## src/rtl/axi_mem_pkg.sv

```systemverilog
// rtl/axi_mem_pkg.sv - shared opcodes, FSM states and counter type for the AXI-to-memory-model bridge
package axi_mem_pkg;

  localparam logic OPC_RD = 1'b0;
  localparam logic OPC_WR = 1'b1;

  localparam int DEF_LEN_BITS = 8;

  typedef enum logic [2:0] {
    ST_INIT,
    ST_IDLE,
    ST_RD_REQ,
    ST_RD_DATA,
    ST_WR_REQ,
    ST_WR_DATA,
    ST_WR_RESP
  } state_t;

  typedef logic [DEF_LEN_BITS-1:0] beat_cnt_t;

endpackage

```

## src/rtl/axi_mem_dpi_bridge_if.sv

```systemverilog
// rtl/axi_mem_dpi_bridge_if.sv - AXI4 slave channels plus memory-model request/data signals
interface axi_mem_dpi_bridge_if #(
  parameter int LEN_BITS  = 8,
  parameter int ADDR_BITS = 64,
  parameter int DATA_BITS = 64,
  parameter int ID_BITS   = 4
);

  logic                   ar_valid;
  logic                   ar_ready;
  logic [ADDR_BITS-1:0]   ar_addr;
  logic [LEN_BITS-1:0]    ar_len;
  logic [ID_BITS-1:0]     ar_id;

  logic                   r_valid;
  logic                   r_ready;
  logic [DATA_BITS-1:0]   r_data;
  logic                   r_last;
  logic [ID_BITS-1:0]     r_id;

  logic                   aw_valid;
  logic                   aw_ready;
  logic [ADDR_BITS-1:0]   aw_addr;
  logic [LEN_BITS-1:0]    aw_len;
  logic [ID_BITS-1:0]     aw_id;

  logic                   w_valid;
  logic                   w_ready;
  logic [DATA_BITS-1:0]   w_data;
  logic [DATA_BITS/8-1:0] w_strb;
  logic                   w_last;

  logic                   b_valid;
  logic                   b_ready;
  logic [ID_BITS-1:0]     b_id;

  logic                   mem_req_valid;
  logic                   mem_req_opcode;
  logic [LEN_BITS-1:0]    mem_req_len;
  logic [ADDR_BITS-1:0]   mem_req_addr;
  logic                   mem_wr_valid;
  logic [DATA_BITS-1:0]   mem_wr_bits;
  logic                   mem_rd_valid;
  logic [DATA_BITS-1:0]   mem_rd_bits;
  logic                   mem_rd_ready;

  // Bridge side: AXI slave toward the accelerator, requester toward the model.
  modport slave (
    input  ar_valid, ar_addr, ar_len, ar_id,
    output ar_ready,
    output r_valid, r_data, r_last, r_id,
    input  r_ready,
    input  aw_valid, aw_addr, aw_len, aw_id,
    output aw_ready,
    input  w_valid, w_data, w_strb, w_last,
    output w_ready,
    output b_valid, b_id,
    input  b_ready,
    output mem_req_valid, mem_req_opcode, mem_req_len, mem_req_addr,
    output mem_wr_valid, mem_wr_bits,
    input  mem_rd_valid, mem_rd_bits,
    output mem_rd_ready
  );

  modport master (
    output ar_valid, ar_addr, ar_len, ar_id,
    input  ar_ready,
    input  r_valid, r_data, r_last, r_id,
    output r_ready,
    output aw_valid, aw_addr, aw_len, aw_id,
    input  aw_ready,
    output w_valid, w_data, w_strb, w_last,
    input  w_ready,
    input  b_valid, b_id,
    output b_ready,
    input  mem_req_valid, mem_req_opcode, mem_req_len, mem_req_addr,
    input  mem_wr_valid, mem_wr_bits,
    output mem_rd_valid, mem_rd_bits,
    input  mem_rd_ready
  );

endinterface

```

## src/rtl/axi_mem_rr_arb.sv

```systemverilog
// rtl/axi_mem_rr_arb.sv - two-requester round-robin arbiter between the AR and AW channels
module axi_mem_rr_arb (
  input  logic clock,
  input  logic reset,
  input  logic enable,
  input  logic req_r,
  input  logic req_w,
  input  logic accept,
  output logic grant_r,
  output logic grant_w
);

  // 1 = write channel won the most recent accepted grant
  logic last_grant;

  always_comb begin
    grant_r = 1'b0;
    grant_w = 1'b0;
    if (enable) begin
      if (req_r && req_w) begin
        grant_r = last_grant;
        grant_w = !last_grant;
      end else begin
        grant_r = req_r;
        grant_w = req_w;
      end
    end
  end

  always_ff @(posedge clock) begin
    if (reset) begin
      last_grant <= 1'b1;
    end else if (accept) begin
      last_grant <= grant_w;
    end
  end

endmodule

```

## src/rtl/axi_mem_dpi_bridge.sv

```systemverilog
// rtl/axi_mem_dpi_bridge.sv - single-outstanding AXI4 burst to memory-model request bridge
module axi_mem_dpi_bridge
  import axi_mem_pkg::*;
#(
  parameter int LEN_BITS  = 8,
  parameter int ADDR_BITS = 64,
  parameter int DATA_BITS = 64,
  parameter int ID_BITS   = 4
) (
  input  logic                 clock,
  input  logic                 reset,
  axi_mem_dpi_bridge_if.slave  bus,
  output logic                 err
);

  state_t               state;
  logic                 opc_q;
  logic [LEN_BITS-1:0]  len_q;
  logic [ADDR_BITS-1:0] addr_q;
  logic [ID_BITS-1:0]   id_q;
  logic [LEN_BITS-1:0]  beat_cnt;
  logic                 req_valid_q;
  logic                 rd_active;
  logic                 wr_active;
  logic                 b_valid_q;

  logic grant_r;
  logic grant_w;
  logic accept;
  logic last_beat;

  assign last_beat = (beat_cnt == len_q);
  assign accept    = (bus.ar_valid && grant_r) || (bus.aw_valid && grant_w);

  axi_mem_rr_arb u_arb (
    .clock   (clock),
    .reset   (reset),
    .enable  (state == ST_IDLE),
    .req_r   (bus.ar_valid),
    .req_w   (bus.aw_valid),
    .accept  (accept),
    .grant_r (grant_r),
    .grant_w (grant_w)
  );

  always_ff @(posedge clock) begin
    if (reset) begin
      state       <= ST_INIT;
      opc_q       <= OPC_RD;
      len_q       <= '0;
      addr_q      <= '0;
      id_q        <= '0;
      beat_cnt    <= '0;
      req_valid_q <= 1'b0;
      rd_active   <= 1'b0;
      wr_active   <= 1'b0;
      b_valid_q   <= 1'b0;
      err         <= 1'b0;
    end else begin
      // Model beats arriving when no read is in flight are dropped and flagged.
      if (bus.mem_rd_valid && state != ST_RD_DATA) begin
        err <= 1'b1;
      end
      case (state)
        ST_INIT: state <= ST_IDLE;
        ST_IDLE: begin
          if (grant_r) begin
            opc_q       <= OPC_RD;
            len_q       <= bus.ar_len;
            addr_q      <= bus.ar_addr;
            id_q        <= bus.ar_id;
            req_valid_q <= 1'b1;
            state       <= ST_RD_REQ;
          end else if (grant_w) begin
            opc_q       <= OPC_WR;
            len_q       <= bus.aw_len;
            addr_q      <= bus.aw_addr;
            id_q        <= bus.aw_id;
            req_valid_q <= 1'b1;
            state       <= ST_WR_REQ;
          end
        end
        ST_RD_REQ: begin
          req_valid_q <= 1'b0;
          rd_active   <= 1'b1;
          state       <= ST_RD_DATA;
        end
        ST_RD_DATA: begin
          if (bus.mem_rd_valid && bus.r_ready) begin
            if (last_beat) begin
              beat_cnt  <= '0;
              rd_active <= 1'b0;
              state     <= ST_IDLE;
            end else begin
              beat_cnt <= beat_cnt + 1'b1;
            end
          end
        end
        ST_WR_REQ: begin
          req_valid_q <= 1'b0;
          wr_active   <= 1'b1;
          state       <= ST_WR_DATA;
        end
        ST_WR_DATA: begin
          if (bus.w_valid) begin
            // Beat count, not w_last, decides where the burst ends.
            if ((bus.w_last != last_beat) || !(&bus.w_strb)) begin
              err <= 1'b1;
            end
            if (last_beat) begin
              beat_cnt  <= '0;
              wr_active <= 1'b0;
              b_valid_q <= 1'b1;
              state     <= ST_WR_RESP;
            end else begin
              beat_cnt <= beat_cnt + 1'b1;
            end
          end
        end
        ST_WR_RESP: begin
          if (bus.b_ready) begin
            b_valid_q <= 1'b0;
            state     <= ST_IDLE;
          end
        end
        default: state <= ST_INIT;
      endcase
    end
  end

  assign bus.ar_ready       = grant_r;
  assign bus.aw_ready       = grant_w;

  assign bus.mem_req_valid  = req_valid_q;
  assign bus.mem_req_opcode = opc_q;
  assign bus.mem_req_len    = len_q;
  assign bus.mem_req_addr   = addr_q;

  assign bus.r_valid        = rd_active && bus.mem_rd_valid;
  assign bus.r_data         = rd_active ? bus.mem_rd_bits : '0;
  assign bus.r_last         = rd_active && last_beat;
  assign bus.r_id           = rd_active ? id_q : '0;
  assign bus.mem_rd_ready   = rd_active && bus.r_ready;

  assign bus.w_ready        = wr_active;
  assign bus.mem_wr_valid   = wr_active && bus.w_valid;
  assign bus.mem_wr_bits    = wr_active ? bus.w_data : '0;

  assign bus.b_valid        = b_valid_q;
  assign bus.b_id           = b_valid_q ? id_q : '0;

endmodule

```

## src/flat_wrapper.sv

```systemverilog
// flat-port wrapper written by rule: the top's interface ports become plain ports
module axi_mem_dpi_bridge_flat import axi_mem_pkg::*;
#(
  parameter int LEN_BITS  = 8,
  parameter int ADDR_BITS = 64,
  parameter int DATA_BITS = 64,
  parameter int ID_BITS   = 4
)
  (clock, reset, err, bus_ar_valid, bus_ar_addr, bus_ar_len, bus_ar_id, bus_ar_ready, bus_r_valid, bus_r_data, bus_r_last, bus_r_id, bus_r_ready, bus_aw_valid, bus_aw_addr, bus_aw_len, bus_aw_id, bus_aw_ready, bus_w_valid, bus_w_data, bus_w_strb, bus_w_last, bus_w_ready, bus_b_valid, bus_b_id, bus_b_ready, bus_mem_req_valid, bus_mem_req_opcode, bus_mem_req_len, bus_mem_req_addr, bus_mem_wr_valid, bus_mem_wr_bits, bus_mem_rd_valid, bus_mem_rd_bits, bus_mem_rd_ready);
  axi_mem_dpi_bridge_if #(.LEN_BITS(LEN_BITS), .ADDR_BITS(ADDR_BITS), .DATA_BITS(DATA_BITS), .ID_BITS(ID_BITS)) bus_i ();
  input  logic clock;
  input  logic reset;
  output logic err;
  input wire logic [$bits(bus_i.ar_valid)-1:0] bus_ar_valid;
  input wire logic [$bits(bus_i.ar_addr)-1:0] bus_ar_addr;
  input wire logic [$bits(bus_i.ar_len)-1:0] bus_ar_len;
  input wire logic [$bits(bus_i.ar_id)-1:0] bus_ar_id;
  output wire logic [$bits(bus_i.ar_ready)-1:0] bus_ar_ready;
  output wire logic [$bits(bus_i.r_valid)-1:0] bus_r_valid;
  output wire logic [$bits(bus_i.r_data)-1:0] bus_r_data;
  output wire logic [$bits(bus_i.r_last)-1:0] bus_r_last;
  output wire logic [$bits(bus_i.r_id)-1:0] bus_r_id;
  input wire logic [$bits(bus_i.r_ready)-1:0] bus_r_ready;
  input wire logic [$bits(bus_i.aw_valid)-1:0] bus_aw_valid;
  input wire logic [$bits(bus_i.aw_addr)-1:0] bus_aw_addr;
  input wire logic [$bits(bus_i.aw_len)-1:0] bus_aw_len;
  input wire logic [$bits(bus_i.aw_id)-1:0] bus_aw_id;
  output wire logic [$bits(bus_i.aw_ready)-1:0] bus_aw_ready;
  input wire logic [$bits(bus_i.w_valid)-1:0] bus_w_valid;
  input wire logic [$bits(bus_i.w_data)-1:0] bus_w_data;
  input wire logic [$bits(bus_i.w_strb)-1:0] bus_w_strb;
  input wire logic [$bits(bus_i.w_last)-1:0] bus_w_last;
  output wire logic [$bits(bus_i.w_ready)-1:0] bus_w_ready;
  output wire logic [$bits(bus_i.b_valid)-1:0] bus_b_valid;
  output wire logic [$bits(bus_i.b_id)-1:0] bus_b_id;
  input wire logic [$bits(bus_i.b_ready)-1:0] bus_b_ready;
  output wire logic [$bits(bus_i.mem_req_valid)-1:0] bus_mem_req_valid;
  output wire logic [$bits(bus_i.mem_req_opcode)-1:0] bus_mem_req_opcode;
  output wire logic [$bits(bus_i.mem_req_len)-1:0] bus_mem_req_len;
  output wire logic [$bits(bus_i.mem_req_addr)-1:0] bus_mem_req_addr;
  output wire logic [$bits(bus_i.mem_wr_valid)-1:0] bus_mem_wr_valid;
  output wire logic [$bits(bus_i.mem_wr_bits)-1:0] bus_mem_wr_bits;
  input wire logic [$bits(bus_i.mem_rd_valid)-1:0] bus_mem_rd_valid;
  input wire logic [$bits(bus_i.mem_rd_bits)-1:0] bus_mem_rd_bits;
  output wire logic [$bits(bus_i.mem_rd_ready)-1:0] bus_mem_rd_ready;
  assign bus_i.ar_valid = bus_ar_valid;
  assign bus_i.ar_addr = bus_ar_addr;
  assign bus_i.ar_len = bus_ar_len;
  assign bus_i.ar_id = bus_ar_id;
  assign bus_ar_ready = bus_i.ar_ready;
  assign bus_r_valid = bus_i.r_valid;
  assign bus_r_data = bus_i.r_data;
  assign bus_r_last = bus_i.r_last;
  assign bus_r_id = bus_i.r_id;
  assign bus_i.r_ready = bus_r_ready;
  assign bus_i.aw_valid = bus_aw_valid;
  assign bus_i.aw_addr = bus_aw_addr;
  assign bus_i.aw_len = bus_aw_len;
  assign bus_i.aw_id = bus_aw_id;
  assign bus_aw_ready = bus_i.aw_ready;
  assign bus_i.w_valid = bus_w_valid;
  assign bus_i.w_data = bus_w_data;
  assign bus_i.w_strb = bus_w_strb;
  assign bus_i.w_last = bus_w_last;
  assign bus_w_ready = bus_i.w_ready;
  assign bus_b_valid = bus_i.b_valid;
  assign bus_b_id = bus_i.b_id;
  assign bus_i.b_ready = bus_b_ready;
  assign bus_mem_req_valid = bus_i.mem_req_valid;
  assign bus_mem_req_opcode = bus_i.mem_req_opcode;
  assign bus_mem_req_len = bus_i.mem_req_len;
  assign bus_mem_req_addr = bus_i.mem_req_addr;
  assign bus_mem_wr_valid = bus_i.mem_wr_valid;
  assign bus_mem_wr_bits = bus_i.mem_wr_bits;
  assign bus_i.mem_rd_valid = bus_mem_rd_valid;
  assign bus_i.mem_rd_bits = bus_mem_rd_bits;
  assign bus_mem_rd_ready = bus_i.mem_rd_ready;
  axi_mem_dpi_bridge #(.LEN_BITS(LEN_BITS), .ADDR_BITS(ADDR_BITS), .DATA_BITS(DATA_BITS), .ID_BITS(ID_BITS)) u_core (.clock(clock), .reset(reset), .bus(bus_i), .err(err));
endmodule
```

## config.mk

```make
export PLATFORM = sky130hd
export DESIGN_NAME = axi_mem_dpi_bridge_flat
export DESIGN_NICKNAME = d
export VERILOG_FILES = /design/src/rtl/axi_mem_pkg.sv /design/src/rtl/axi_mem_dpi_bridge_if.sv /design/src/rtl/axi_mem_rr_arb.sv /design/src/rtl/axi_mem_dpi_bridge.sv /design/src/flat_wrapper.sv
export SDC_FILE = /design/constraint.sdc
export NUM_CORES = 1
export LEC_CHECK = 0
export ABC_AREA = 1
export CAP_MARGIN = 30
export CORE_AREA = 2 2 201 203
export CTS_CLUSTER_SIZE = 8
export DETAILED_ROUTE_END_ITERATION = 6
export DIE_AREA = 0 0 203 205
export GPL_TIMING_DRIVEN = 1
export PLACE_DENSITY = 0.46
export SLEW_MARGIN = 30
export SYNTH_ARGS = -nofsm -noshare
export SYNTH_HDL_FRONTEND = slang
export SYNTH_SLANG_ARGS = --single-unit
```

## constraint.sdc

```tcl
create_clock -name clock -period 1.42 [get_ports clock]
set_input_delay 0.284 -clock clock [delete_from_list [all_inputs] [get_ports clock]]
set_output_delay 0.284 -clock clock [all_outputs]
set_load 0.02 [all_outputs]
```

* Yosys cells after proc, flatten, opt, wreduce, memory -nomap -nowiden *
Cells that the tools add are included.

cells by class
  eq/ne operators = 15
  reduce and logical (&&, ||, !) cells = 29
  muxes and demuxes = 43
  $add $sub $neg = 1

operator list
  cell                 count
  $mux 64              4
  $mux 8               5
  $mux 3               7
  $pmux 3 s7           1
  $mux 1               17
  $mux 4               4
  $pmux 8 s2           1
  $reduce_bool 2->1    6
  $eq 3x3->1 const B   3
  $logic_and 1x1->1    9
  $reduce_and 3->1     3
  $add 8x1->8 const B  1
  $eq 8x8->1           1
  $pmux 1 s2           4
  $reduce_and 8->1     1
  $eq 3x2->1 const B   2
  $ne 2x1->1 const B   3
  $reduce_and 6->1     1
  $ne 2x2->1 const B   2
  $reduce_and 2->1     2
  $reduce_and 4->1     1
  $eq 3x1->1 const B   1
  $logic_not 3->1      1
  $ne 3x1->1 const B   1
  other kinds (5)      7

storage, ports and cells
  register bits = 94
  logic and storage cells = 100
  input bits = 297
  output and inout bits = 219

* Depth between registers and ports, before layout *
  depth in word-level cells = 6
  depth in mapped cells = 12
  gate-level depth less buffers = 11

* Cells and area by module *
From an unflattened synthesis, not the netlist that was laid out.

unflattened totals
  cells, all modules = 884
  area total of the unflattened synthesis = 5321.4 µm²

by module, submodules not included
  module              area each (µm²)  cells each  instances
  axi_mem_dpi_bridge  5253.8           872         1
  axi_mem_rr_arb      67.6             12          1

* Worst setup path after synthesis *
OpenSTA, ideal clock, no wires.

  path kind = register to register
  start = reg u_core.state[0]
  end = reg u_core.addr_q[44], in the netlist u_core.bus.mem_req_addr[44]
  stages on the path, launching flop included = 10
  path buffers = 2
  period minus slack after synthesis = 1.621 ns
  arrival = 1.506 ns
  library setup time = 0.115 ns
  setup slack = -0.201 ns
  cell sequence = dfxtp_1 -> nand2_2 -> inv_2 -> nand2_2 -> a211oi_4 -> nor2_4 -> buf_6 -> buf_6 -> o21ai_0 -> inv_1

between the ends
  longest elaborated chain between the ends = 4

RTL lines
  what                         line                      text
  from (decl)                  axi_mem_dpi_bridge.sv:16  state_t state;
  from (signal assigned)       axi_mem_dpi_bridge.sv:48  state <= ST_INIT;
  from (signal assigned)       axi_mem_dpi_bridge.sv:65  ST_INIT: state <= ST_IDLE;
  from (signal assigned)       axi_mem_dpi_bridge.sv:73  state <= ST_RD_REQ;
  $eq 3x1->1                   axi_mem_dpi_bridge.sv:38  .enable (state == ST_IDLE),
  $mux 1                       axi_mem_rr_arb.sv:19      if (enable) begin
  named net bus_aw_ready       flat_wrapper.sv:28        output wire logic [$bits(bus_i.aw_ready)-1:0] bus_aw_ready;
  $reduce_bool 2->1 (no line)  -
  $reduce_and 2->1 (no line)   -
  to (signal assigned)         axi_mem_dpi_bridge.sv:70  addr_q <= bus.ar_addr;
  to (signal assigned)         axi_mem_dpi_bridge.sv:77  addr_q <= bus.aw_addr;
  to (decl)                    axi_mem_dpi_bridge.sv:19  logic [ADDR_BITS-1:0] addr_q;

The timed path passes the listed nets, and every way through them passes these cells.
A chain may end at the register's enable or synchronous reset.

* Worst setup path after layout *
  start = reg u_core.len_q[6], in the netlist u_core.bus.mem_req_len[6]
  end = out bus_r_last

between the ends
  longest elaborated chain between the ends = 2

RTL lines
  what                    line                       text
  from (decl)             axi_mem_dpi_bridge.sv:18   logic [LEN_BITS-1:0] len_q;
  from (signal assigned)  axi_mem_dpi_bridge.sv:69   len_q <= bus.ar_len;
  from (signal assigned)  axi_mem_dpi_bridge.sv:76   len_q <= bus.aw_len;
  $eq 8x8->1              axi_mem_dpi_bridge.sv:32   assign last_beat = (beat_cnt == len_q);
  $logic_and 1x1->1       axi_mem_dpi_bridge.sv:141  assign bus.r_last = rd_active && last_beat;
  to (decl)               flat_wrapper.sv:21         output wire logic [$bits(bus_i.r_last)-1:0] bus_r_last;

Every way passes these cells.

==> flow_summary_export.csv <==
group,metric,value,unit
yosys,yosys_warnings,0,
sta,max_freq,582.4,MHz
yosys,synth_flop_cell,"dfxtp_1",
global_route,gr-usage-met1,17.54,%
die,num_rows,73,
die,die-height,205,microns
place,place_congestion,0.7815,
detailed_routing,vias,8973,
yosys,synth_area_leader_cell,"dfxtp_1",
critical_path,crit_arrival,1.43,ns
sta,post-route-period-util,120.9,%
critical_path,slowest_stage,"dfxtp_2",
yosys,yosysMostFrequentCell,"nand2_1",
global_route,grt_pass1_vias,8415,
detailed_routing,totalWireLength,39860,microns
cells_and_area,final_cell_area,16220,sq um
power,power_leakage,0.008934,uW
yosys,synth_edf_count,0,
power,ir_drop,499.9,uV
global_route,grt_busiest_layer,"met2",
global_route,globalRouteMet3Util,4.566,%
outcome,outcome,"complete, but fails checks",
cells_and_area,fill_cells,3933,
min_path,hold-path-cell-count,3,
sta,worst_pin_slew,0.3577,ns
critical_path,cp-end-kind,"output pin",
yosys,synth_top_cells_by_area,"dfxtp_1 31%, nand2_1 25%, inv_1 19%",
yosys,syn_avg_cell_area,5.496,sq um
detailed_routing,final_antenna_net_count,0,
yosys,syn_area,6128,sq um
global_route,gr-total-overflow,0,
sta,hold_violations,0,
global_route,grt_usage,16.76,%
critical_path,crit_type,"register to output pin",
global_route,antenna_found_initial,1,
clock_tree,clkTransAtPathRegs,0.08,ns
critical_path,regToRegSetupSlack,-0.29,ns
min_path,hp-class,"input pin to register",
die,die_w,203,microns
sta,drv_slew,0,
critical_path,worstPathCellList,"xnor2_2 -> nand2_1 -> nor2_4 -> nand2_2 -> nor2_2 -> buf_6",
cells_and_area,fin_util,41.19,%
detailed_routing,wl_per_cell,17.20,microns
place,dp_hpwl,26360,microns
yosys,synth_nets,1413,
power,internal_power,12530,uW
sta,rsz0062_at_grt,"yes",
min_path,hold_path_end,"u_core.bus.mem_req_opcode",
min_path,hold_start,"reset",
clock_tree,cts-root-buf,"clkbuf_16",
power,sequentialPowerShare,17.6,%
power,power,22030,uW
power,pwr-share-clk,11.8,%
sta,skew,0.007621,ns
sta,holdWs,0.4054,ns
detailed_routing,drt-initial-drc-count,273,
power,sw_frac_of_total,43.10,%
power,combPwrFrac,70.6,%
critical_path,r2r_start,"u_core.state[1]",
yosys,synth-async-reset-ratio,0,%
die,io-pin-count,516,
sta,fin_ws,-0.2971,ns
global_route,use_met2,32.97,%
critical_path,r2r-end,"u_core.bus.mem_req_addr[40]",
die,die-area,41620,sq um
cells_and_area,fin_nets,2084,
critical_path,required,1.14,ns
sta,layout_min_cycle_time,1.717,ns
outcome,violations,"negative setup slack",
cells_and_area,syn2layout_area_growth,164.6,%
critical_path,reg2reg_depth,13,
clock_tree,cts_tree,"done",
yosys,yosysTopAreaCellShare,30.71,%
cells_and_area,drive_gt1_share,43.50,%
clock_tree,ctsHtreeMaxLevel,3,
yosys,synthCells,1115,
detailed_routing,viasPerCell,3.871,
power,switchingPower,9493,uW
clock_tree,numClockSinks,94,
yosys,synthDistinctLibCells,25,
critical_path,setup.worst_path.start_class,"register",
critical_path,path_max_fanout,2,
place,place_worst_setup_slack,-0.7504,ns
sta,finalSetupViolations,231,
yosys,ys_seq_area_share,30.71,%
clock_tree,ctsHoldBuffers,0,
power,p_per_area,1358,nW/um^2
place,io_buffers,515,
die,initial_utilization,15.57,%
die,core-area,39370,sq um
yosys,ys_ff_latch,94,
clock_tree,cts_buffers,9,
yosys,synthTopCellsByCount,"414 x nand2_1, 317 x inv_1, 94 x dfxtp_1",
global_route,grt_pass1_wl,52070,microns
place,post_dp_cell_area,12600,sq um
clock_tree,clock_path_buffers,2,
job,maxCapViolations,0,
critical_path,critPathMaxStageDelay,0.37,ns
sta,timing.slew.headroom,76.15,%
detailed_routing,detail_route.first_pass.iterations,4,
detailed_routing,drc_errors,0,
global_route,grt_max_degree,51,
clock_tree,insertion_delay,0.36,ns
[flip-flops by register name, summed over array words and instances (netlist names)]
register / flops
u_core.rd_active: 1
u_core.u_arb.last_grant: 1
u_core.err: 1
u_core.bus.mem_req_opcode: 1
u_core.bus.mem_req_valid: 1
u_core.bus.mem_req_addr: 64
u_core.bus.b_valid: 1
u_core.bus.mem_req_len: 8
u_core.bus.w_ready: 1
u_core.state: 3
u_core.id_q: 4
u_core.beat_cnt: 8
[worst max path at each step]
stage                              start                           to  cells past startpoint
6_report       u_core.bus.mem_req_len[6]                   bus_r_last                      6
5_1_grt                  u_core.state[1]  u_core.bus.mem_req_addr[40]                     13
4_1_cts                  u_core.state[1]  u_core.bus.mem_req_addr[40]                     12
3_5_place_dp                bus_aw_valid                 bus_ar_ready                      6
3_3_place_gp                bus_aw_valid                 bus_ar_ready                      6
2_1_floorplan            u_core.state[1]  u_core.bus.mem_req_addr[44]                     10
[final cells by class]
class | instances | area [sq um] | share of cell area [%]
Timing Repair Buffer | 716 | 8011 | 49.41
Inverter | 320 | 1232 | 7.600
Tap cell | 525 | 656.9 | 4.051
Antenna cell | 2 | 5.005 | 0.03086
Multi-Input combinational cell | 645 | 4095 | 25.25
Sequential cell | 94 | 1916 | 11.81
Clock buffer | 10 | 229.0 | 1.412
Clock inverter | 6 | 70.07 | 0.4321
[what timing repair did]
action                     4_1_cts  5_1_grt
buffers inserted                45       52
setup endpoints to repair      307      244
pin swaps                       11       37
gates cloned                    20       15
gates resized for setup        859      632
[logic make-up (layout without fill, tap and decap cells)]
group           after synthesis  in the layout  synth area share [%]
buf+inv                     376           1052                 24.13
flops                        94             94                 30.71
other cells                   0              2                     0
fa+ha+maj                     1              1                0.2041
xor+xnor                      7              7                 1.000
compound gates              170            170                 14.19
simple gates                467            467                 29.77
[routing by layer]
metal | wire, microns | part of all wire, %
met1 | 14500 | 36
met5 | 0 | 0
met4 | 846 | 2.1
met2 | 21870 | 55
met3 | 2642 | 6.6
[through the flow]
stage | std cells | TNS [ns]
after CTS | 2258 | -50.11
after floorplan | 1115 | -11.50
after global placement | 2179 | -90.96
after global routing | 2316 | -58.77
after detailed placement | 2179 | -94.62
final | 2318 | -41.71
[power groups by stage]
stage | Clock (uW) | Sequential (uW) | Combinational (uW)
finish | 2600 | 3880 | 15500
global route | 2830 | 3980 | 16500
CTS | 2730 | 3890 | 12500
detailed placement | 0 | 3900 | 10400
global placement | 0 | 3880 | 10400
floorplan | 0 | 4600 | 4350
[cell usage in the layout, fill, tap and decap left out, types with 4 or more instances in the layout]
| cell | synthesis | layout |
|---|---|---|
| a21oi_1 | 86 | 27 |
| a21oi_2 | 0 | 55 |
| a21oi_4 | 0 | 4 |
| buf_12 | 0 | 30 |
| buf_16 | 0 | 18 |
| buf_4 | 0 | 86 |
| buf_6 | 8 | 184 |
| buf_8 | 0 | 14 |
| clkbuf_16 | 0 | 22 |
| clkdlybuf4s15_2 | 0 | 8 |
| clkdlybuf4s50_1 | 0 | 292 |
| dfxtp_1 | 94 | 73 |
| dfxtp_2 | 0 | 18 |
| dlygate4sd2_1 | 0 | 63 |
| inv_1 | 317 | 194 |
| inv_2 | 3 | 120 |
| inv_4 | 0 | 4 |
| nand2_1 | 414 | 264 |
| nand2_2 | 2 | 60 |
| nand2_4 | 0 | 90 |
| nand3_1 | 11 | 7 |
| nand4_1 | 6 | 6 |
| nor2_1 | 23 | 13 |
| nor2_2 | 0 | 5 |
| nor2_4 | 2 | 7 |
| nor3b_2 | 0 | 4 |
| o21ai_1 | 59 | 54 |
| o21ai_2 | 0 | 24 |
[critical path: cells and delay by family, from the launching register on]
family	cells	cell delay [ns]
simple gates	4	0.45
flops	1	0.37
buf+inv	1	0.13
xor+xnor	1	0.12
Power figures use the tool's default switching activity.
